[config.mk]
export PLATFORM = sky130hd
export DESIGN_NAME = axi_slv_wr_framer
export DESIGN_NICKNAME = d
export VERILOG_FILES = /design/src/rtl/axi_slv_pkg.sv /design/src/rtl/sync_fifo_w2n.sv /design/src/rtl/axi_slv_wr_framer.sv
export SDC_FILE = /design/constraint.sdc
export NUM_CORES = 2
export LEC_CHECK = 0
export ABC_AREA = 1
export BUFFER_PORTS_ARGS = -buffer_cell sky130_fd_sc_hd__buf_2
export CAP_MARGIN = 0
export CORE_ASPECT_RATIO = 0.9
export CORE_UTILIZATION = 50
export DETAILED_ROUTE_END_ITERATION = 16
export GPL_TIMING_DRIVEN = 1
export PLACE_DENSITY = 0.76
export SLEW_MARGIN = 5
export SYNTH_ARGS = -nofsm -noshare
export SYNTH_HDL_FRONTEND = slang
export SYNTH_SLANG_ARGS = --single-unit
[constraint.sdc]
create_clock -name clk -period 17.8 [get_ports clk]
set_input_delay 0.89 -clock clk [delete_from_list [all_inputs] [get_ports clk]]
set_output_delay 0.89 -clock clk [all_outputs]
set_load 0.01 [all_outputs]
[src/rtl/axi_slv_pkg.sv]
// Shared constants and derived-width helpers for the AXI slave write framer.
package axi_slv_pkg;

  localparam logic [1:0] ST_IDLE = 2'd0;
  localparam logic [1:0] ST_DATA = 2'd1;
  localparam logic [1:0] ST_RESP = 2'd2;

  localparam logic [1:0] RESP_OKAY   = 2'b00;
  localparam logic [1:0] RESP_SLVERR = 2'b10;

  // Frame layout, MSB first: {awlen, eof, sof, write flag, payload, frame address}
  localparam int unsigned FRM_LEN_W  = 8;
  localparam int unsigned FRM_FLAG_W = 3;

  function automatic int unsigned calc_fa_w(input int unsigned addr_w,
                                            input int unsigned frame_dw);
    return addr_w - $clog2(frame_dw / 8);
  endfunction

  function automatic int unsigned calc_frame_w(input int unsigned frame_dw,
                                               input int unsigned fa_w);
    return FRM_LEN_W + FRM_FLAG_W + frame_dw + fa_w;
  endfunction

  function automatic int unsigned calc_ratio_lg(input int unsigned wide_w,
                                                input int unsigned narrow_w);
    return $clog2(wide_w / narrow_w);
  endfunction

endpackage

[src/rtl/sync_fifo_w2n.sv]
// Wide-in / narrow-out first-word-fall-through FIFO; each entry is read
// DATA_WIDTH_I/DATA_WIDTH_O times, least-significant slice first.
module sync_fifo_w2n
  import axi_slv_pkg::*;
#(
  parameter int unsigned DATA_WIDTH_I = 256,
  parameter int unsigned DATA_WIDTH_O = 64,
  parameter int unsigned FIFO_DEPTH   = 8
) (
  input  logic                    clk,
  input  logic                    rst_n,
  input  logic                    wr_en,
  input  logic [DATA_WIDTH_I-1:0] wr_data,
  output logic                    full_c,
  input  logic                    rd_en,
  output logic [DATA_WIDTH_O-1:0] rd_data_c,
  output logic                    empty_c
);

  localparam int unsigned R  = DATA_WIDTH_I / DATA_WIDTH_O;
  localparam int unsigned RS = calc_ratio_lg(DATA_WIDTH_I, DATA_WIDTH_O);
  localparam int unsigned SW = (RS > 0) ? RS : 1;
  localparam int unsigned AW = $clog2(FIFO_DEPTH);

  logic [DATA_WIDTH_I-1:0]            mem [FIFO_DEPTH];
  logic [AW:0]                        wr_ptr;
  logic [AW:0]                        rd_ptr;
  logic [SW-1:0]                      slice;
  logic [R-1:0][DATA_WIDTH_O-1:0]     head;
  logic                               slice_last;

  assign empty_c    = (wr_ptr == rd_ptr);
  assign full_c     = (wr_ptr[AW] != rd_ptr[AW]) && (wr_ptr[AW-1:0] == rd_ptr[AW-1:0]);
  assign head       = mem[rd_ptr[AW-1:0]];
  assign rd_data_c  = head[slice];
  assign slice_last = (slice == SW'(R - 1));

  // Storage carries no reset; the pointers alone define validity.
  always_ff @(posedge clk) begin
    if (wr_en && !full_c) mem[wr_ptr[AW-1:0]] <= wr_data;
  end

  always_ff @(posedge clk or negedge rst_n) begin
    if (!rst_n) begin
      wr_ptr <= '0;
      rd_ptr <= '0;
      slice  <= '0;
    end else begin
      if (wr_en && !full_c) wr_ptr <= wr_ptr + (AW+1)'(1);
      if (rd_en && !empty_c) begin
        if (slice_last) begin
          slice  <= '0;
          rd_ptr <= rd_ptr + (AW+1)'(1);
        end else begin
          slice  <= slice + SW'(1);
        end
      end
    end
  end

endmodule

[src/rtl/axi_slv_wr_framer.sv]
// AXI slave write front end: one AW+W burst at a time, W beats sliced into
// narrow frames with row-boundary sof/eof markers, B response after last frame.
module axi_slv_wr_framer
  import axi_slv_pkg::*;
#(
  parameter int unsigned AXI_DATA_WIDTH   = 256,
  parameter int unsigned FRAME_DATA_WIDTH = 64,
  parameter int unsigned AXI_ADDR_WIDTH   = 25,
  parameter int unsigned ID_WIDTH         = 4,
  parameter int unsigned COL_BITS         = 6,
  parameter int unsigned FIFO_DEPTH       = 8
) (
  input  logic                      clk,
  input  logic                      rst_n,
  input  logic                      axi_s_awvalid,
  output logic                      axi_s_awready,
  input  logic [ID_WIDTH-1:0]       axi_s_awid,
  input  logic [7:0]                axi_s_awlen,
  input  logic [AXI_ADDR_WIDTH-1:0] axi_s_awaddr,
  input  logic                      axi_s_wvalid,
  output logic                      axi_s_wready,
  input  logic                      axi_s_wlast,
  input  logic [AXI_DATA_WIDTH-1:0] axi_s_wdata,
  output logic                      axi_s_bvalid,
  input  logic                      axi_s_bready,
  output logic [ID_WIDTH-1:0]       axi_s_bid,
  output logic [1:0]                axi_s_bresp,
  output logic                      axi2arb_wframe_valid,
  input  logic                      axi2arb_wframe_ready,
  output logic [calc_frame_w(FRAME_DATA_WIDTH,
                calc_fa_w(AXI_ADDR_WIDTH, FRAME_DATA_WIDTH))-1:0] axi2arb_wframe_data
);

  localparam int unsigned RS      = calc_ratio_lg(AXI_DATA_WIDTH, FRAME_DATA_WIDTH);
  localparam int unsigned BO      = $clog2(FRAME_DATA_WIDTH / 8);
  localparam int unsigned FA_W    = calc_fa_w(AXI_ADDR_WIDTH, FRAME_DATA_WIDTH);
  localparam int unsigned CNT_W   = 8 + RS + 1;

  logic [1:0]                  state_q, state_d;
  logic [FA_W-1:0]             fa_q;
  logic [7:0]                  len_q;
  logic [ID_WIDTH-1:0]         id_q;
  logic [CNT_W-1:0]            cnt_q;
  logic                        fifo_full_c, fifo_empty_c;
  logic [FRAME_DATA_WIDTH-1:0] fifo_data_c;
  logic                        aw_hs, w_hs, f_hs, b_hs;
  logic                        last_c, sof_c, eof_c;
  logic                        unused_c;

  assign unused_c = ^{axi_s_wlast, axi_s_awaddr[BO-1:0]};

  assign axi_s_awready        = (state_q == ST_IDLE);
  assign axi_s_wready         = !fifo_full_c;
  assign axi_s_bvalid         = (state_q == ST_RESP);
  assign axi_s_bid            = id_q;
  assign axi_s_bresp          = RESP_OKAY;
  assign axi2arb_wframe_valid = (state_q == ST_DATA) && !fifo_empty_c;

  assign aw_hs = axi_s_awvalid && axi_s_awready;
  assign w_hs  = axi_s_wvalid && axi_s_wready;
  assign f_hs  = axi2arb_wframe_valid && axi2arb_wframe_ready;
  assign b_hs  = axi_s_bvalid && axi_s_bready;

  // Last frame of the burst is frame (awlen+1)*R - 1.
  assign last_c = (cnt_q == (((CNT_W'(len_q) + CNT_W'(1)) << RS) - CNT_W'(1)));
  assign sof_c  = (cnt_q == '0) || (fa_q[COL_BITS-1:0] == '0);
  assign eof_c  = (fa_q[COL_BITS-1:0] == '1) || last_c;

  assign axi2arb_wframe_data = {len_q, eof_c, sof_c, 1'b1, fifo_data_c, fa_q};

  sync_fifo_w2n #(
    .DATA_WIDTH_I (AXI_DATA_WIDTH),
    .DATA_WIDTH_O (FRAME_DATA_WIDTH),
    .FIFO_DEPTH   (FIFO_DEPTH)
  ) u_fifo (
    .clk       (clk),
    .rst_n     (rst_n),
    .wr_en     (w_hs),
    .wr_data   (axi_s_wdata),
    .full_c    (fifo_full_c),
    .rd_en     (f_hs),
    .rd_data_c (fifo_data_c),
    .empty_c   (fifo_empty_c)
  );

  always_ff @(posedge clk or negedge rst_n) begin
    if (!rst_n) state_q <= ST_IDLE;
    else        state_q <= state_d;
  end

  always_comb begin
    state_d = state_q;
    unique case (state_q)
      ST_IDLE: if (aw_hs)           state_d = ST_DATA;
      ST_DATA: if (f_hs && last_c)  state_d = ST_RESP;
      ST_RESP: if (b_hs)            state_d = ST_IDLE;
      default:                      state_d = ST_IDLE;
    endcase
  end

  // Burst context: captured on AW, advanced per accepted frame.
  always_ff @(posedge clk or negedge rst_n) begin
    if (!rst_n) begin
      fa_q  <= '0;
      len_q <= '0;
      id_q  <= '0;
      cnt_q <= '0;
    end else if (aw_hs) begin
      fa_q  <= axi_s_awaddr[AXI_ADDR_WIDTH-1:BO];
      len_q <= axi_s_awlen;
      id_q  <= axi_s_awid;
      cnt_q <= '0;
    end else if (f_hs) begin
      fa_q  <= fa_q + FA_W'(1);
      cnt_q <= cnt_q + CNT_W'(1);
    end
  end

endmodule

======== Word-level counts from Yosys, hierarchy flattened ========
Memory sizes are Yosys's and may differ from the RTL's.
Cells that the tools add are included.
cells by class
  eq/ne operators ......................... 11
  multiplexer cells ....................... 13
  reductions and logical operators ........ 19
  order comparisons ....................... 1
  add/subtract/negate cells ............... 7
operators by type and width
  cell                                                                    number
  64-bit binary-select mux with 2-bit select                              1
  64-bit two-way mux                                                      1
  22-bit two-way mux                                                      2
  22-bit by 1-bit adder with 22-bit output (second input constant)        1
  11-bit two-way mux                                                      2
  11-bit by 1-bit adder with 11-bit output (second input constant)        1
  11-bit equality test                                                    1
  11-bit logical NOT                                                      1
  11-bit by 1-bit subtractor with 11-bit output (second input constant)   1
  8-bit by 1-bit adder with 9-bit output (second input constant)          1
  1-bit logical AND                                                       9
  4-bit by 1-bit adder with 4-bit output (second input constant)          2
  2-bit two-way mux                                                       4
  6-bit equality test (second input constant)                             1
  6-bit logical NOT                                                       1
  2-bit by 1-bit != test with 1-bit output (second input constant)        3
  2-bit case mux with 3 select lines                                      1
  2-bit equality test (second input constant)                             2
  4-bit equality test                                                     1
  3-bit equality test                                                     1
  2-bit by 3-bit < comparator with 1-bit output (second input constant)   1
  3-bit AND reduction                                                     1
  2-bit by 1-bit adder with 2-bit output (second input constant)          1
  2-bit by 1-bit equality test with 1-bit output (second input constant)  1
  7 further kinds                                                         10
storage, ports and cells
  logic and storage cells ................. 60
  output and inout port bits .............. 107
  flip-flop bits (word level) ............. 57
  bits of input ports ..................... 300
  memories kept ........................... 1
  bits in writable memories ............... 2048
memories
  memory      words  width  rd ports  clocked after Yosys merged registers in  write ports  line                 RTL
  u_fifo.mem  8      256    1         0                                        1            sync_fifo_w2n.sv:25  logic [DATA_WIDTH_I-1:0] mem [FIFO_DEPTH];

======== Logic depth before layout (Yosys ltp) ========
  depth after elaboration ................. 7
  depth in mapped cells ................... 16
  gate-level depth less buffers ........... 16

======== By module ========
Synthesis repeated with hierarchy kept, for this count alone.
second synthesis, totals
  cell total of the unflattened synthesis .. 7211
  area total of the unflattened synthesis .. 85236.7 um2
modules (own cells, without submodules)
  module             seq. area each (um2)  times used  area each (um2)  cells each
  sync_fifo_w2n      61749.2               1           81957.4          6740
  axi_slv_wr_framer  1176.1                1           3279.4           471

======== Worst setup path before layout ========
OpenSTA, ideal clock, no wires.
  kind .................................... flip-flop to flip-flop
  start ................................... register u_fifo.rd_ptr[0]
  end ..................................... memory u_fifo.mem[0][0], enable pin
  period minus slack after synthesis ...... 12.888 ns
  slack ................................... 4.912 ns
  library setup time ...................... 0.877 ns
  data required time ...................... 16.923 ns
  arrival time ............................ 12.011 ns
  buffers on the path ..................... 2
  stages on the path, launching flop included .. 10
  cells stage by stage .................... dfrtp_1 -> buf_6 -> buf_6 -> xnor2_1 -> nand2_1 -> nor2_2 -> nand2_1 -> nand2_1 -> or2_2 -> nor2_1
on the way
  longest elaborated chain between the ends .. 7
ends and longest elaborated chain
  what                                       line                     RTL
  start, declared                            sync_fifo_w2n.sv:27      logic [AW:0] rd_ptr;
  start signal, assigned                     sync_fifo_w2n.sv:53      rd_ptr <= rd_ptr + (AW+1)'(1);
  3-bit equality test *                      sync_fifo_w2n.sv:33      assign full_c = (wr_ptr[AW] != rd_ptr[AW]) && (wr_ptr[AW-1:0] == rd_ptr[AW-1:0]);
  1-bit logical AND *                        sync_fifo_w2n.sv:33
  1-bit logical NOT *                        axi_slv_wr_framer.sv:53  assign axi_s_wready = !fifo_full_c;
  net axi_s_wready                           axi_slv_wr_framer.sv:21  output logic axi_s_wready,
  1-bit logical AND                          axi_slv_wr_framer.sv:60  assign w_hs = axi_s_wvalid && axi_s_wready;
  1-bit logical AND *                        sync_fifo_w2n.sv:40      if (wr_en && !full_c) mem[wr_ptr[AW-1:0]] <= wr_data;
  1-bit two-way mux *                        sync_fifo_w2n.sv:40
  1-bit two-way mux (not written as such) *  sync_fifo_w2n.sv:40
  end, declared                              sync_fifo_w2n.sv:25
The timed path passes the listed nets; every way through them passes the cells marked *.

==> metrics.txt <==
Fill cells 12700; first-pass GRT wire length 322000 µm; Async S/R FF share, synth 2.71%; footprint of the multi-input gates 0.0180 mm²; Core Area 0.165 mm²; Worst R2R Setup Slack 13020 ps; Gate Count Post-Synth 6391; Final Critical Period 8110 ps; GP Congestion 0.857; worst-case clock buffer depth 3; Startpoint Class register; crit-path cells buf_12 > buf_4 > buf_4 > buf_4 > buf_4 > o21ai_0 > o22ai_1 > o21ai_1 > o22ai_1 > nand2_1 > nand2_1 > buf_2; maximum clock frequency 123 MHz; chip width 432 µm; clock power share 25.4%; die area 0.168 mm²; synthesized flop and latch total 2105; post_cts resized 0; Critical Path End Type primary output; Post-Route Skew 50.2 ps; MaxCap Viol Count 0; synthesized area per cell 13.0 µm²; # IOs 407; GRT Util Overall 25.4%; root buf cell clkbuf_16; CTS Buf Count 197; Least-Margin Pin Slew 1150 ps; Sequential Power Share 40.4%; synth top area cells edfxtp_1 74%, o21ai_0 6.9%, nor2_1 5.8%; number of synthesized flops with an enable pin 2048; initial antenna violation count 92; switching power 6180 µW; Residual DRC 0; FF/Latch Area 0.0629 mm²; fin crit share 45.6%; crit path from u_fifo.rd_ptr[0]; switching share of power 38.0%; CTS tree yes; setup TNS 0 ps; initial drt markers 6314; pwr/cell area 174 mW/mm²; layout cells sized above 1 11.5%; CP max stage delay 840 ps; total gr overflow 0; Crit Path Max Fanout 169; starting density of the core 50.5%; clock sink count 2105; reg2reg path depth 9; CP dominant cell by count buf_4; Critical R2R Capture u_fifo.mem[1][136]; sequential area share after synthesis 75.6%; # Post-CTS Setup Buffers 0; Via density 6.06; Top Family by Delay on Critical Path buffers and inverters; relative slew slack 23.6%; Finished Core Util 56.6%; vias in the first global route 52500; Yosys top cell area share 73.9%; Cell Rows 141; final hold violation count 0; critical path arrival 7220 ps; Setup CP Type reg2out; WL per Instance 24.2 µm; cts hold-fix bufs 0; largest net degree at the start of global routing 243; Comb pwr share 34.2%; Post-synth top cells 2048 x edfxtp_1, 1284 x nor2_1, 1146 x o21ai_0; top-count cell post-synth edfxtp_1; # port buffers 399; required time of the critical path 16910 ps; main flop type after synthesis edfxtp_1; Peak VDD IR 0.000118 V; Netlist cell types 42; slowest stage cell, crit path buf_4; Vias 54700; outcome complete, no violations; Nets 6927; Worst-path clk slew 60 ps; Worst-Skew Late Latency 880 ps; Internal 10100 µW; chip height 389 µm; post-DP HPWL 116000 µm; CTS HTree Levels 4; Tightest Hold Check Type in2async; cell taking the most area after synthesis edfxtp_1; Setup crit end axi2arb_wframe_data[64]; reg2reg start u_fifo.rd_ptr[2]; RSZ-0062 raised after global routing no; Ys Warns 0; Static Leakage 0.0308 µW; Routed WL 218000 µm; area growth from synthesis to layout 11.9%; Finish-stage setup viols 0; Crit path depth 12; Slew Limit Fails 0; Worst Path Buf+Inv 6; DRT Pass-1 Iters 6; ANT nets after route 0; mapped cell area 0.0833 mm²
[worst reg2reg max path, stage by stage (launching register included)]
cell and delay, ps:
dfrtp_4 920, xor2_1 240, nor2_2 80, nand2_1 100, nand2_1 120, inv_1 130, nand2_1 240, nor2_4 740
buf_4 860, buf_4 930
[metal layers]
metal | wire length [µm] | global-route usage [%]
met1 | 84500 | 33.9
met2 | 103000 | 39.8
met3 | 21800 | 5.60
met4 | 9210 | 11.7
met5 | 365 | 0
[metrics by stage]
step	cells	total power, µW	hold slack, ps	setup slack, ps	area, µm²
2_1_floorplan	6392	10400	462	4910	83300
3_3_place_gp	8635	12000	460	10910	86800
3_5_place_dp	8635	12100	467	10810	86800
4_1_cts	8990	16200	173	9880	93100
5_1_grt	9023	17000	224	9360	93200
6_report	9033	16300	188	9690	93200
[cell usage in the layout (no fill, tap or decap), types with 3 or more instances in the layout]
cell	n
diode_2	43
edfxtp_1	2048
o21ai_1	118
a31oi_1	13
clkinv_16	8
o221ai_1	49
ha_1	9
o211ai_1	5
nor2_4	8
clkbuf_1	49
xnor2_1	4
or2_2	4
bufinv_16	17
dfrtp_4	5
buf_2	399
nand3_1	77
inv_2	3
o21bai_1	4
clkinvlp_4	3
nor2_2	3
o31ai_1	16
buf_4	76
nand2_1	394
dfrtp_1	52
a32o_1	7
inv_1	55
clkinv_1	43
xor2_1	24
clkinv_2	29
conb_1	3
clkbuf_16	198
nor3_1	16
clkinv_8	3
nor2_1	1277
buf_12	8
o21ai_0	1146
nand4_1	10
a21oi_1	24
o22ai_1	543
[worst min path at each step]
stage                            end  cells after the start
floorplan           u_fifo.wr_ptr[3]                      1
global placement        axi_s_bid[1]                      2
detailed placement      axi_s_bid[0]                      2
CTS                          fa_q[7]                      2
global route                fa_q[20]                      2
finish                      fa_q[21]                      2
[logic make-up after synthesis]
family | count (synthesis) | synth area share, %
buffers and inverters | 519 | 2.82
AO/OA/AOI/OAI | 1931 | 12.8
multiplexers | 1 | 0.0135
flip-flops | 2105 | 75.6
other | 2 | 0.00902
adder cells (fa/ha/maj) | 9 | 0.135
AND/OR/NAND/NOR | 1796 | 8.34
XOR/XNOR | 28 | 0.295
[final cells by class]
| cell class | instances | area share (%) |
|---|---|---|
| tap | 2216 | 2.97 |
| inverter | 63 | 0.301 |
| sequential | 2105 | 67.5 |
| antenna | 43 | 0.115 |
| timing repair buffer | 483 | 2.93 |
| clock buffer | 249 | 5.54 |
| clock inverter | 106 | 1.24 |
| multi-input combinational | 3768 | 19.4 |
[flip-flops by register name (all words and copies together), names as in the netlist]
register / count
u_fifo.slice: 2
fa_q: 22
cnt_q: 11
state_q: 2
axi_s_bid: 4
len_q: 8
u_fifo.rd_ptr: 4
u_fifo.mem: 2048
u_fifo.wr_ptr: 4
[power by group through the flow]
| stage | registers, µW | logic (µW) | clock network (µW) |
|---|---|---|---|
| 2_1_floorplan | 6840 | 3590 | 0 |
| 3_3_place_gp | 6630 | 5360 | 0 |
| 3_5_place_dp | 6660 | 5470 | 0 |
| 4_1_cts | 6560 | 5510 | 4160 |
| 5_1_grt | 6620 | 6030 | 4350 |
| 6_report | 6570 | 5560 | 4130 |
No activity file was read; power rests on OpenSTA's default activity.
